`config.mk`:
```
export PLATFORM = sky130hd
export DESIGN_NAME = seq_chunk_adder
export DESIGN_NICKNAME = d
export VERILOG_FILES = /design/src/rtl/seq_chunk_adder.sv
export SDC_FILE = /design/constraint.sdc
export NUM_CORES = 1
export LEC_CHECK = 0
export ABC_CLOCK_PERIOD_IN_PS = 6880
export CAP_MARGIN = 20
export CORE_UTILIZATION = 56
export DETAILED_ROUTE_END_ITERATION = 8
export PLACE_DENSITY = 0.87
export SYNTH_ARGS = -nofsm -noshare
export SYNTH_HDL_FRONTEND = slang
export SYNTH_SLANG_ARGS = --single-unit
```
`constraint.sdc`:
```
create_clock -name clk -period 6.88 [get_ports clk]
set_clock_uncertainty 0.05 [all_clocks]
set_input_delay 1.376 -clock clk [delete_from_list [all_inputs] [get_ports clk]]
set_output_delay 1.376 -clock clk [all_outputs]
set_load 0.02 [all_outputs]
```
`src/rtl/seq_chunk_adder.sv`:
```
// seq_chunk_adder
//   Multi-cycle add/subtract unit. A WIDTH-bit operation is processed CHUNK
//   bits per clock, LSB chunk first. A registered carry links one chunk to
//   the next.
//
// Ports
//   clk, rst_n           rising-edge clock, synchronous active-low reset
//   in_valid/in_ready    operand handshake (inA, inB, cin, sub)
//   out_valid/out_ready  result handshake (out, cout, ovf, zero)
//   cout                 carry out on add; borrow (A < B+cin) on sub
//   ovf                  signed two's-complement overflow
//   zero                 out == 0
//
// All outputs are decoded from, or are, flops. No input reaches an output
// combinationally.
module seq_chunk_adder #(
  parameter int WIDTH = 16,
  parameter int CHUNK = 4
) (
  input  logic             clk,
  input  logic             rst_n,
  input  logic             in_valid,
  output logic             in_ready,
  input  logic [WIDTH-1:0] inA,
  input  logic [WIDTH-1:0] inB,
  input  logic             cin,
  input  logic             sub,
  output logic             out_valid,
  input  logic             out_ready,
  output logic [WIDTH-1:0] out,
  output logic             cout,
  output logic             ovf,
  output logic             zero
);
  localparam int NCH = WIDTH / CHUNK;
  localparam int CW  = (NCH > 1) ? $clog2(NCH) : 1;

  localparam logic [1:0] S_IDLE = 2'd0;
  localparam logic [1:0] S_CALC = 2'd1;
  localparam logic [1:0] S_DONE = 2'd2;

  logic [1:0]       state_q, state_d;
  logic [CW-1:0]    cnt_q, cnt_d;
  logic             carry_q, carry_d;
  logic             sub_q, sub_d;
  logic [WIDTH-1:0] a_q, a_d, b_q, b_d;
  logic [WIDTH-1:0] out_q, out_d;
  logic             cout_q, cout_d, ovf_q, ovf_d, zero_q, zero_d;

  logic [CHUNK-1:0] a_ch, b_ch;
  logic [CHUNK:0]   sum;
  logic             last_chunk;
  logic             c_msb_in;

  always_comb begin
    state_d = state_q;
    cnt_d   = cnt_q;
    carry_d = carry_q;
    sub_d   = sub_q;
    a_d     = a_q;
    b_d     = b_q;
    out_d   = out_q;
    cout_d  = cout_q;
    ovf_d   = ovf_q;
    zero_d  = zero_q;

    // Select the active chunk of each operand.
    a_ch = '0;
    b_ch = '0;
    for (int k = 0; k < NCH; k++) begin
      if (cnt_q == CW'(k)) begin
        a_ch = a_q[k*CHUNK +: CHUNK];
        b_ch = b_q[k*CHUNK +: CHUNK];
      end
    end
    sum        = {1'b0, a_ch} + {1'b0, b_ch} + {{CHUNK{1'b0}}, carry_q};
    last_chunk = (cnt_q == CW'(NCH - 1));
    // Carry into a bit is a ^ b ^ s at that bit. At the top chunk this gives
    // the carry into bit WIDTH-1, which the overflow check needs.
    c_msb_in   = a_ch[CHUNK-1] ^ b_ch[CHUNK-1] ^ sum[CHUNK-1];

    case (state_q)
      S_IDLE: begin
        if (in_valid) begin
          // Subtraction is A + ~B + ~borrow_in.
          a_d     = inA;
          b_d     = sub ? ~inB : inB;
          carry_d = cin ^ sub;
          sub_d   = sub;
          cnt_d   = '0;
          state_d = S_CALC;
        end
      end
      S_CALC: begin
        for (int k = 0; k < NCH; k++) begin
          if (cnt_q == CW'(k)) out_d[k*CHUNK +: CHUNK] = sum[CHUNK-1:0];
        end
        carry_d = sum[CHUNK];
        if (last_chunk) begin
          // Flags are registered on the final chunk edge. They are therefore
          // stable for the whole time the unit is in DONE.
          cout_d  = sum[CHUNK] ^ sub_q;
          ovf_d   = sum[CHUNK] ^ c_msb_in;
          zero_d  = (out_d == '0);
          state_d = S_DONE;
        end else begin
          cnt_d = cnt_q + CW'(1);
        end
      end
      S_DONE: begin
        if (out_ready) state_d = S_IDLE;
      end
      default: state_d = S_IDLE;
    endcase
  end

  always_ff @(posedge clk) begin
    if (!rst_n) begin
      state_q <= S_IDLE;
      cnt_q   <= '0;
      carry_q <= 1'b0;
      sub_q   <= 1'b0;
      a_q     <= '0;
      b_q     <= '0;
      out_q   <= '0;
      cout_q  <= 1'b0;
      ovf_q   <= 1'b0;
      zero_q  <= 1'b0;
    end else begin
      state_q <= state_d;
      cnt_q   <= cnt_d;
      carry_q <= carry_d;
      sub_q   <= sub_d;
      a_q     <= a_d;
      b_q     <= b_d;
      out_q   <= out_d;
      cout_q  <= cout_d;
      ovf_q   <= ovf_d;
      zero_q  <= zero_d;
    end
  end

  assign in_ready  = (state_q == S_IDLE);
  assign out_valid = (state_q == S_DONE);
  assign out       = out_q;
  assign cout      = cout_q;
  assign ovf       = ovf_q;
  assign zero      = zero_q;
endmodule
```
---- Yosys cells after proc, flatten, opt, wreduce, memory -nomap -nowiden ----
Cells that the tools add are included.
word-level totals
  output and inout port bits .............. 21
  logic and storage cells ................. 63
  register bits ........................... 57
cells by class
  $add $sub $neg .......................... 3
  multiplexer cells ....................... 26
  reduce and logical (&&, ||, !) cells .... 9
  eq/ne operators ......................... 9
  bitwise gates (word level) .............. 6
operator list
  operator               count
  $mux W4                16
  $logic_not A16 Y1      1
  $mux W16               1
  $not A16 Y16           1
  $mux W2                5
  $eq A2 B2 Y1 const B   3
  $ne A2 B2 Y1 const B   3
  $pmux W2 S3            1
  $reduce_and A2 Y1      3
  $reduce_and A3 Y1      2
  $add A4 B4 Y5          1
  $add A5 B1 Y5          1
  $xor A1 B1 Y1          5
  $eq A2 B1 Y1 const B   2
  $logic_not A2 Y1       2
  $pmux W2 S2            1
  $add A2 B1 Y2 const B  1
  $ne A2 B1 Y1 const B   1
  $pmux W1 S2            1
  $reduce_bool A2 Y1     1
  $mux W1                1

---- Longest topological paths before layout ----
Gate-level depths: netlist of the first run.
  depth in word-level cells ............... 10
  mapped depth ............................ 16
  mapped depth without buffers ............ 13

---- Worst setup path before layout of the first run ----
Ideal clock, no wire load.
  path type ............................... flip-flop to flip-flop
  from .................................... reg cnt_q[1]
  to ...................................... reg zero_q (netlist: zero)
  stages on the path, launching flop included .. 17
  setup time .............................. 0.079 ns
  arrival time ............................ 3.122 ns
  path slack .............................. 3.629 ns
  path buffers ............................ 3
  cells stage by stage .................... dfxtp_1 inv_1 ha_1 buf_12 clkbuf_1 nand3b_1 a21oi_1 a21oi_1 o21ai_1 fa_1 inv_1 fa_1 clkbuf_1 inv_1 a2111oi_2 o2111ai_1 a211oi_2
between the ends
  cells in the longest elaborated chain, start to end .. 10
  elaborated cells between the ends (all ways) .. 24
  those cells by class .................... add/sub (2); eq/ne (3); mux (16); reduce/logical (3)
ends and longest elaborated chain
  element                 RTL line  RTL
  start, declared         43        logic [CW-1:0] cnt_q, cnt_d;
  start signal, assigned  131       cnt_q <= cnt_d;
  $logic_not A2 Y1        71, 96
  $mux W4 (4 in a row)    71        if (cnt_q == CW'(k)) begin
  $add A4 B4 Y5           76        sum = {1'b0, a_ch} + {1'b0, b_ch} + {{CHUNK{1'b0}}, carry_q};
  $add A5 B1 Y5           76
  $mux W4                 96        if (cnt_q == CW'(k)) out_d[k*CHUNK +: CHUNK] = sum[CHUNK-1:0];
  $mux W4                 82        case (state_q)
  $logic_not A16 Y1       104       zero_d = (out_d == '0);
  end signal, assigned    139       zero_q <= zero_d;
  end, declared           48        logic cout_q, cout_d, ovf_q, ovf_d, zero_q, zero_d;
Parallel ways exist; a longest one is shown, timed or not. The select of a mux whose other input is x is not followed.
A chain may end at the register's enable or synchronous reset.

---- Worst setup path after layout of the first run ----
Ends and elaborated chain as after synthesis.

==> results of run 1 <==
-- logic make-up (layout without fill, tap and decap cells) --
logic type      after synthesis  after routing  synth area share
flops                        57             57             0.385
simple gates                137            137             0.230
compound gates               88             88             0.222
mux                           6              6            0.0203
buf+inv                      29             81            0.0465
xor+xnor                     18             18            0.0532
fa+ha+maj                     9              9            0.0431
-- critical path, stage by stage, from the launching register on --
cell and delay [ns]:
dfxtp_1 0.38, inv_1 0.08, ha_1 0.41, nand3b_1 0.26, a21oi_1 0.17, a21oi_1 0.06, o21ai_1 0.18, fa_1 0.23
inv_1 0.06, fa_1 0.68, inv_1 0.10, a2111oi_2 0.31, o2111ai_1 0.19, a211oi_2 0.23
-- state kept, by name (all words and copies together), names as in the netlist --
name,count
ovf,1
out,16
b_q,16
a_q,16
zero,1
state_q,2
cout,1
carry_q,1
cnt_q,2
sub_q,1
-- final cells by class --
| type | count | area (µm²) | share of cell area |
|---|---|---|---|
| Tap cell | 70 | 87.6 | 0.0234 |
| Clock buffer | 14 | 173 | 0.0462 |
| Timing Repair Buffer | 60 | 596 | 0.159 |
| Multi-Input combinational cell | 258 | 1690 | 0.452 |
| Clock inverter | 2 | 35.0 | 0.00936 |
| Sequential cell | 57 | 1140 | 0.305 |
| Inverter | 5 | 18.8 | 0.00502 |
-- power breakdown --
part	switching (W)	internal [W]	total, W
logic	0.0000806	0.0000769	0.000157
clock network	0.000132	0.000197	0.000328
registers	0.0000142	0.000349	0.000364
total	0.000227	0.000623	0.000849
-- cells in the mapped netlist (2+ instances only) --
library cell	number
nor2_1	5
nor3_1	5
xnor2_1	18
nand2b_1	2
nand2_1	78
nor2b_1	16
mux2i_1	6
o21a_1	2
a21oi_1	16
o21ai_1	8
inv_1	5
o21ai_0	3
and3b_1	2
nand3b_1	10
o211a_1	17
a221oi_1	2
clkbuf_1	12
buf_2	10
and4b_1	2
and2_1	7
nand3_1	2
o21bai_1	2
or3_1	3
a21boi_1	21
a21o_1	2
o211ai_1	2
dfxtp_1	57
ha_1	7
fa_1	2
o31ai_1	4
-- worst paths after layout --
path	from	endpoint	slack (ns)
hold reg to reg	out[12]	out[12]	0.40
hold / removal	out[12]	out[12]	0.40
setup / recovery	cnt_q[1]	zero	3.44
setup reg to reg	cnt_q[1]	zero	3.44
-- per-layer routing --
layer | track usage | vias to the layer above | part of all wire
met5 | 0 | - | 0
met4 | 0.119 | 0 | 0.018
met3 | 0.0455 | 10 | 0.040
met2 | 0.441 | 77 | 0.50
met1 | 0.288 | 1180 | 0.44
li1 | - | 1278 | -
-- metrics by stage --
stage               utilization  worst slack [ns]  cells
floorplan                     -              3.63    344
global placement          0.692              3.66    450
detailed placement        0.692              3.52    450
CTS                       0.732              3.49    466
global route              0.732              3.14    466
finish                    0.732              3.44    466
==> impl_metrics.tcl, run 1 <==
set metrics [dict create \
    status "complete, no violations" \
    placeableCoreArea_um2 5110 \
    wl_per_cell_um 13.8 \
    crit_arrival_ns 3.66 \
    async_flop_share 0 \
    vias 2545 \
    die_y_um 74.7 \
    setup_viol 0 \
    synth_largest_area_cell "dfxtp_1" \
    tritoncts "yes" \
    grt_pass1_vias 2249 \
    final_common_cell "nand2_1" \
    period_needed_ns 3.44 \
    synth_edf_count 0 \
    antenna_found_initial 0 \
    synth_cell_types 46 \
    dr.pass1.iters 4 \
    dpl_cell_area_um2 3530 \
    syn_area_per_cell_um2 8.61 \
    cts_htree_levels 3 \
    globalRouteOverflowTotal 0 \
    total_power_w 0.000849 \
    synth.area.top_cells "dfxtp_1 (39%), nand2_1 (9.9%), o211a_1 (5.7%), a21boi_1 (5.3%), xnor2_1 (5.3%)" \
    num_io_pins 59 \
    grt_usage 0.249 \
    p_leak_nw 1.59 \
    path_clk_slew_ns 0.07 \
    final_max_slew_viol_count 0 \
    cts_made_buffers 9 \
    syn_nets 391 \
    grt_max_degree 60 \
    grt_pass1_wl_mm 10.3 \
    post-cts-setup-buffers 0 \
    nNetsFinal 438 \
    synth.top_cell.area_share 0.385 \
    rsz0062_at_grt "no" \
    max_slew.worst_pin.slew_ns 0.940 \
    ys_seq_area_frac 0.385 \
    holdWs_ns 0.401 \
    area_delta_synth_final_pct 26.3 \
    vias_per_cell 5.46 \
    fp.dieW_um 74.7 \
    fp-row-count 26 \
    layout-drive-gt1-share 0.0505 \
    cp-start-kind "register" \
    max_clock_freq_mhz 290 \
    synth_ff_type "dfxtp_1" \
    root_buffer "clkbuf_8" \
    synthCells 344 \
    ctsResizeCount 0 \
    synth_warnings 0 \
    cts_buffer_depth 2 \
    die_area_um2 5590 \
    port_buffers 58 \
    ant_nets 0 \
    powerDensity_nw_per_um2 227 \
    max_cap_violations 0 \
    final_cell_mix "nand2_1 (78), clkdlybuf4s50_1 (58), dfxtp_1 (57)" \
    dr.first_iter.drc_count 154 \
    clk_latency_ns 0.34 \
    clock_sinks 57 \
    crit_fanout 21 \
    reg2reg_depth 13 \
    routed_wl_mm 6.43 \
    path_class "register to register" \
    setup_tns_ns 0 \
    finalHoldViolations 0 \
    synth-seq-cells 57 \
    antenna_cells 0 \
    whs_path_depth 2 \
    max-slew-margin-rel 0.372 \
    period_share 0.500 \
    drc_errors 0 \
    required_ns 7.10 \
    cts_hold_buffers 0 \
    dp.final_hpwl_mm 4.45 \
    fillCellCount 429 \
    start_util 0.580 \
    gp_congestion 0.826 \
    finalInstanceArea_um2 3740 \
    synth_area_um2 2960 \
    critPathCaptureType "register" \
    irDropWorstVdd_mv 0.122 \
    hp-class "register to register" \
]
Power figures use the tool's default switching activity.
==> run 2: changes to the inputs <==
==> config.mk (replaced) <==
export PLATFORM = sky130hd
export DESIGN_NAME = seq_chunk_adder
export DESIGN_NICKNAME = d
export VERILOG_FILES = /design/src/rtl/seq_chunk_adder.sv
export SDC_FILE = /design/constraint.sdc
export NUM_CORES = 1
export LEC_CHECK = 0
export ABC_CLOCK_PERIOD_IN_PS = 3000
export CAP_MARGIN = 20
export CORE_UTILIZATION = 47
export DETAILED_ROUTE_END_ITERATION = 8
export PLACE_DENSITY = 0.78
export SYNTH_ARGS = -nofsm -noshare
export SYNTH_HDL_FRONTEND = slang
export SYNTH_SLANG_ARGS = --single-unit
==> constraint.sdc (replaced) <==
create_clock -name clk -period 3 [get_ports clk]
set_clock_uncertainty 0.05 [all_clocks]
set_input_delay 0.6 -clock clk [delete_from_list [all_inputs] [get_ports clk]]
set_output_delay 0.6 -clock clk [all_outputs]
set_load 0.02 [all_outputs]
==> impl_metrics.tcl, run 2 (synthesized netlist as in run 1, its figures left out) <==
set metrics [dict create \
    port_buffers 58 \
    reg2reg_slack_ns 0.04 \
    cts_buffer_depth 2 \
    globalRouteOverflowTotal 0 \
    wl_per_cell_um 14.1 \
    setup_viol 0 \
    period_needed_ns 2.96 \
    status "complete, no violations" \
    dp.final_hpwl_mm 5.06 \
    crit_arrival_ns 3.17 \
    final_cell_mix "nand2_1 (78), clkdlybuf4s50_1 (58), dfxtp_1 (55)" \
    die_area_um2 6630 \
    fin_ws_ns 0.0358 \
    clock_sinks 57 \
    hp-class "register to register" \
    antenna_found_initial 0 \
    path_clk_slew_ns 0.06 \
    gp_congestion 0.863 \
    grt_pass1_wl_mm 10.9 \
    clk_latency_ns 0.33 \
    cts_made_buffers 9 \
    rsz0062_at_grt "yes" \
    pre_cts_ws_ns 0.0793 \
    nNetsFinal 458 \
    crit_fanout 8 \
    antenna_cells 0 \
    final_max_slew_viol_count 0 \
    path_class "register to register" \
    start_util 0.495 \
    die_y_um 81.4 \
    holdWs_ns 0.401 \
    vias 2651 \
    max_cap_violations 0 \
    finalHoldViolations 0 \
    ant_nets 0 \
    layout-drive-gt1-share 0.145 \
    max-slew-margin-rel 0.517 \
    drc_errors 0 \
    dr.pass1.iters 4 \
    routed_wl_mm 6.89 \
    cts_hold_buffers 0 \
    grt_usage 0.218 \
    required_ns 3.20 \
    max_slew.worst_pin.slew_ns 0.724 \
    critPathCaptureType "register" \
    placeableCoreArea_um2 5990 \
    fp-row-count 28 \
    grt_max_degree 35 \
    grt_pass1_vias 2361 \
    powerDensity_nw_per_um2 502 \
    period_share 0.988 \
    fp.dieW_um 81.4 \
    cts_htree_levels 3 \
    fillCellCount 492 \
    tritoncts "yes" \
    root_buffer "clkbuf_8" \
    irDropWorstVdd_mv 0.284 \
    max_clock_freq_mhz 337 \
    num_io_pins 59 \
    cp-start-kind "register" \
    p_leak_nw 1.71 \
    dr.first_iter.drc_count 125 \
    final_common_cell "nand2_1" \
    area_delta_synth_final_pct 35.8 \
    vias_per_cell 5.41 \
]
## run 2: per-stage QoR
stage	instance area (µm²)	cells	power (W)	TNS (ns)	utilization
floorplan	3000	344	0.00110	0	-
global placement	3710	472	0.00124	0	0.619
detailed placement	3710	472	0.00125	0	0.619
CTS	3920	487	0.00200	0	0.655
global route	4020	490	0.00211	-0.0827	0.672
finish	4020	490	0.00202	0	0.672
## run 2: final cells by class
class                      instances  area [µm²]  share of cell area
clock buffer                      13         179              0.0445
inverter                           5        21.3             0.00529
sequential                        57        1150               0.285
clock inverter                     2        35.0             0.00871
multi-input combinational        258        1780               0.441
timing repair buffer              80         771               0.192
tap                               75        93.8              0.0233
## run 2: worst paths after layout
| path | endpoint | startpoint | depth (start not counted) |
|---|---|---|---|
| max | zero | cnt_q[1] | 13 |
| min | out[14] | out[14] | 2 |
| max reg2reg | zero | cnt_q[1] | 13 |
| min reg2reg | out[14] | out[14] | 2 |
## run 2: critical path, stage by stage (launching register included)
cell and delay [ns]:
dfxtp_4 0.37, inv_4 0.05, ha_4 0.17, nand3b_1 0.20, a21oi_2 0.17, a21oi_1 0.07
o21ai_2 0.14, fa_2 0.22, inv_2 0.04, fa_2 0.61, inv_2 0.06, a2111oi_4 0.38
o2111ai_2 0.17, a211oi_2 0.18
## run 2: timing repair
| action | CTS | global route |
|---|---|---|
| setup buffers | 0 | 3 |
| setup endpoints to repair | 0 | 4 |
| resized for setup | 0 | 20 |
## run 2: per-layer routing
layer	up-vias	GRT usage	part of all wire
met5	-	0	0
met2	89	0.367	0.49
met3	18	0.0584	0.051
met4	0	0.0732	0.022
met1	1220	0.266	0.44
li1	1324	-	-
## run 2: report_power, final
| group | total (W) | switching, W | internal, W |
|---|---|---|---|
| Combinational | 0.000431 | 0.000207 | 0.000224 |
| Clock | 0.000753 | 0.000285 | 0.000468 |
| Sequential | 0.000837 | 0.0000361 | 0.000801 |
==> run 3: changes to the inputs <==
==> config.mk (replaced) <==
export PLATFORM = sky130hd
export DESIGN_NAME = seq_chunk_adder
export DESIGN_NICKNAME = d
export VERILOG_FILES = /design/src/rtl/seq_chunk_adder.sv
export SDC_FILE = /design/constraint.sdc
export NUM_CORES = 1
export LEC_CHECK = 0
export ABC_CLOCK_PERIOD_IN_PS = 2950
export CAP_MARGIN = 20
export CORE_UTILIZATION = 52
export DETAILED_ROUTE_END_ITERATION = 8
export PLACE_DENSITY = 0.81
export SYNTH_ARGS = -nofsm -noshare
export SYNTH_HDL_FRONTEND = slang
export SYNTH_SLANG_ARGS = --single-unit
==> constraint.sdc (replaced) <==
create_clock -name clk -period 2.95 [get_ports clk]
set_clock_uncertainty 0.05 [all_clocks]
set_input_delay 0.59 -clock clk [delete_from_list [all_inputs] [get_ports clk]]
set_output_delay 0.59 -clock clk [all_outputs]
set_load 0.02 [all_outputs]
==> impl_metrics.tcl, run 3 (synthesized netlist as in run 1, its figures left out) <==
set metrics [dict create \
    finalInstanceArea_um2 3880 \
    num_io_pins 59 \
    utilization 0.705 \
    status "complete, no violations" \
    start_util 0.538 \
    clk_latency_ns 0.34 \
    wl_per_cell_um 14.1 \
    crit_fanout 14 \
    crit_buf_inv 3 \
    final_common_cell "nand2_1" \
    vias 2616 \
    holdWs_ns 0.403 \
    path_clk_slew_ns 0.07 \
    cp-start-kind "register" \
    antenna_found_initial 0 \
    max_slew.worst_pin.slew_ns 0.674 \
    rsz0062_at_grt "yes" \
    ant_nets 0 \
    slowest_delay_ns 0.59 \
    cp_top_family "adder cells" \
    hp-class "register to register" \
    path_class "register to register" \
    cts_hold_buffers 0 \
    critPathSlowestCell "fa_2" \
    layout-drive-gt1-share 0.105 \
    crit_arrival_ns 3.13 \
    drc_errors 0 \
    fp.dieW_um 77.5 \
    nNetsFinal 451 \
    antenna_cells 0 \
    fin_ws_ns 0.0323 \
    area_delta_synth_final_pct 31.1 \
    grt_pass1_vias 2550 \
    fp-row-count 27 \
    grt_pass1_wl_mm 11.2 \
    dr_wl_met2_mm 3.31 \
    pre_cts_ws_ns 0.0218 \
    fillCellCount 442 \
    dp.final_hpwl_mm 4.82 \
    max_clock_freq_mhz 343 \
    p_leak_nw 1.65 \
    vias_per_cell 5.44 \
    multi_input_area_um2 1730 \
    total_power_w 0.00195 \
    die_y_um 77.5 \
    met1_length_mm 2.99 \
    cts_buffer_depth 2 \
    port_buffers 58 \
    top_layer_used "met4" \
    cts_made_buffers 9 \
    seq_area_um2 1140 \
    setup_viol 0 \
    powerDensity_nw_per_um2 502 \
    dr.pass1.iters 5 \
    placeableCoreArea_um2 5510 \
    die_area_um2 6000 \
    globalRouteOverflowTotal 0 \
    cts_htree_levels 3 \
    critPathCaptureType "register" \
    required_ns 3.16 \
    dpl_cell_area_um2 3660 \
    clock_sinks 57 \
    max-slew-margin-rel 0.550 \
    routed_wl_mm 6.81 \
    max_cap_violations 0 \
    dr.first_iter.drc_count 106 \
    final_cell_mix "nand2_1 (78), clkdlybuf4s50_1 (58), dfxtp_1 (55)" \
    period_share 0.989 \
    root_buffer "clkbuf_8" \
    finalHoldViolations 0 \
    grt_max_degree 53 \
    post-cts-setup-buffers 0 \
    wl_met3_um 335 \
    crit_path_cell_trace "inv_2 -> ha_4 -> nand3b_1 -> a21oi_1 -> a21oi_1 -> o21ai_1 -> fa_2 -> inv_1 -> fa_2 -> inv_1 -> a2111oi_4 -> o2111ai_2 -> a211oi_2" \
    tritoncts "yes" \
    irDropWorstVdd_mv 0.304 \
    grt_usage 0.237 \
    period_needed_ns 2.92 \
    final_max_slew_viol_count 0 \
    gp_congestion 0.854 \
]
[run 3: worst reg2reg max path: stages (launching register included)]
cell	delay, ns
dfxtp_2	0.36
inv_2	0.06
ha_4	0.20
nand3b_1	0.16
a21oi_1	0.13
a21oi_1	0.05
o21ai_1	0.21
fa_2	0.25
inv_1	0.05
fa_2	0.59
inv_1	0.09
a2111oi_4	0.31
o2111ai_2	0.14
a211oi_2	0.20
[run 3: timing repair]
action	in CTS	in global routing
resized for setup	0	5
setup endpoints to repair	1	3
pin swaps	1	0
[run 3: final timing paths]
check	depth (start not counted)	start	end	slack [ns]
setup / recovery	13	cnt_q[1]	zero	0.03
hold / removal	2	out[14]	out[14]	0.40
setup reg to reg	13	cnt_q[1]	zero	0.03
hold reg to reg	2	out[14]	out[14]	0.40
[run 3: final cells by class]
type / count / area share
repair buffers: 73 / 0.182
clock buffers: 14 / 0.0470
flip-flops and latches: 57 / 0.294
clock inverters: 2 / 0.00258
inverters: 5 / 0.00483
well taps: 72 / 0.0232
multi-input cells: 258 / 0.446
[run 3: metal layers]
metal / GRT usage / vias to the layer above
met3: 0.0576 / 18
met2: 0.410 / 80
met1: 0.273 / 1212
met5: 0 / -
met4: 0.109 / 0
li1: - / 1306
[run 3: metrics by stage]
step           instances  setup TNS, ns
2_1_floorplan        344       -0.00892
3_3_place_gp         465              0
3_5_place_dp         465              0
4_1_cts              481              0
5_1_grt              481         -0.126
6_report             481              0
[run 3: where the power goes]
part / internal, W / switching (W) / leakage, nW
Sequential: 0.000815 / 0.0000341 / 0.467
Combinational: 0.000206 / 0.000200 / 1.08
Clock: 0.000394 / 0.000302 / 0.102
Total: 0.00142 / 0.000536 / 1.65
==> RTL edit, RTL diff (flow settings as in run 1) <==
`WIDTH`: 16 -> 8.
--- a/src/rtl/seq_chunk_adder.sv
+++ b/src/rtl/seq_chunk_adder.sv
@@ -15,5 +15,5 @@
 // combinationally.
 module seq_chunk_adder #(
-  parameter int WIDTH = 16,
+  parameter int WIDTH = 8,
   parameter int CHUNK = 4
 ) (
Ports: changed (resized inA, inB and out); port bits go from 59 to 35. The function was not compared with the original's and may differ.
==> RTL edit against run 1 <==
Total power is 50% lower. Area after synthesis is 47% lower. Sequential cell count is 25 lower. Clock power is 63% lower. Setup slack better by 0.45 ns. Critical path depth is 11 lower. Die area is 46% lower. Register-to-register slack better by 0.56 ns. Maximum frequency is 15% higher. Cell area is 48% lower. Sequential share of layout area is 2.5 points higher. Wire length is 53% lower. Highest routed layer unchanged. Largest power group unchanged.
==> RTL edit: results (changes against run 1) <==
{| class="wikitable"
! Metric !! Value
|-
| Buffers on Ports || 34 (was 58)
|-
| Maximum single-stage delay on the critical path || 0.61 ns (was 0.68 ns)
|-
| Run status || finished, final reports clean (unchanged)
|-
| Detailed router's first-iteration violation count || 32 (was 154)
|-
| Detailed placer's ending HPWL || 2250 um (was 4450 um)
|-
| Seq pwr || 0.000209 W (was 0.000364 W)
|-
| Final non-filler cell area || 0.00194 mm^2 (was 0.00374 mm^2)
|-
| DRT Pass-1 Iters || 5 (was 4)
|-
| Multi-input logic cell count || 119 (was 258)
|-
| Overall global routing resource usage || 25.0% (was 24.9%)
|-
| Clock buffer cells || 7 (was 14)
|-
| Seq cells post-synth || 32 (was 57)
|-
| Clock Root Buffer || sky130_fd_sc_hd__clkbuf_4 (was sky130_fd_sc_hd__clkbuf_8)
|-
| Fraction of layout instances using a drive strength above 1 || 9.28% (was 5.05%)
|-
| Measured slew at the worst slew-check pin || 1.06 ns (was 0.940 ns)
|-
| R2r setup slk || 4.00 ns (was 3.44 ns)
|-
| Switching power share of the total || 27.6% (was 26.7%)
|-
| Placed cell areas || 0.00188 mm^2 (was 0.00353 mm^2)
|-
| Clk pwr || 0.000120 W (was 0.000328 W)
|-
| Mux cell area share after synthesis || 6.90% (was 2.03%)
|-
| End of the critical path || out_valid (was zero$_SDFFE_PN0P_)
|-
| Main combinational cell family by area after synthesis || compound AO/OA/AOI/OAI gates (was simple AND/OR/NAND/NOR gates)
|-
| Global-route wire length before repair || 5090 um (was 10,300 um)
|-
| Nonclk inv count || 2 (was 5)
|-
| Adder and majority gate portion of the synthesized area || 4.98% (was 4.31%)
|-
| Number of cells traversed by the worst register-to-register path || 8 (was 13)
|-
| Clock-pin slew on the worst setup and hold paths || 0.09 ns (was 0.07 ns)
|}
RTL edit: cell count changes after synthesis, sizes merged, moves of 6 or more:
| cell | delta |
|---|---|
| o21ai | -10 |
| a21oi | -13 |
| mux2 | +6 |
| a21boi | -12 |
| dfxtp | -25 |
| nand2 | -41 |
| nor2b | -8 |
| nand3b | -9 |
| and2 | -7 |
| clkbuf | -8 |
| xnor2 | -7 |
RTL edit: per-layer routing:
| metal | up-vias | global-route usage (%) | share of wire (%) |
|---|---|---|---|
| li1 | 617 | - | - |
| met1 | 565 | 25.7 | 44 |
| met2 | 33 | 45.4 | 50 |
| met3 | 10 | 5.83 | 3.9 |
| met4 | 0 | 14.1 | 2.7 |
| met5 | - | 0 | 0 |
RTL edit: metrics by stage:
stage               util (%)  instances  worst slack (ns)
CTS                     76.3        224              3.88
floorplan                  -        165              4.45
global route            76.3        224              3.81
detailed placement      73.7        217              3.82
global placement        73.7        217              3.86
finish                  76.3        224              3.89
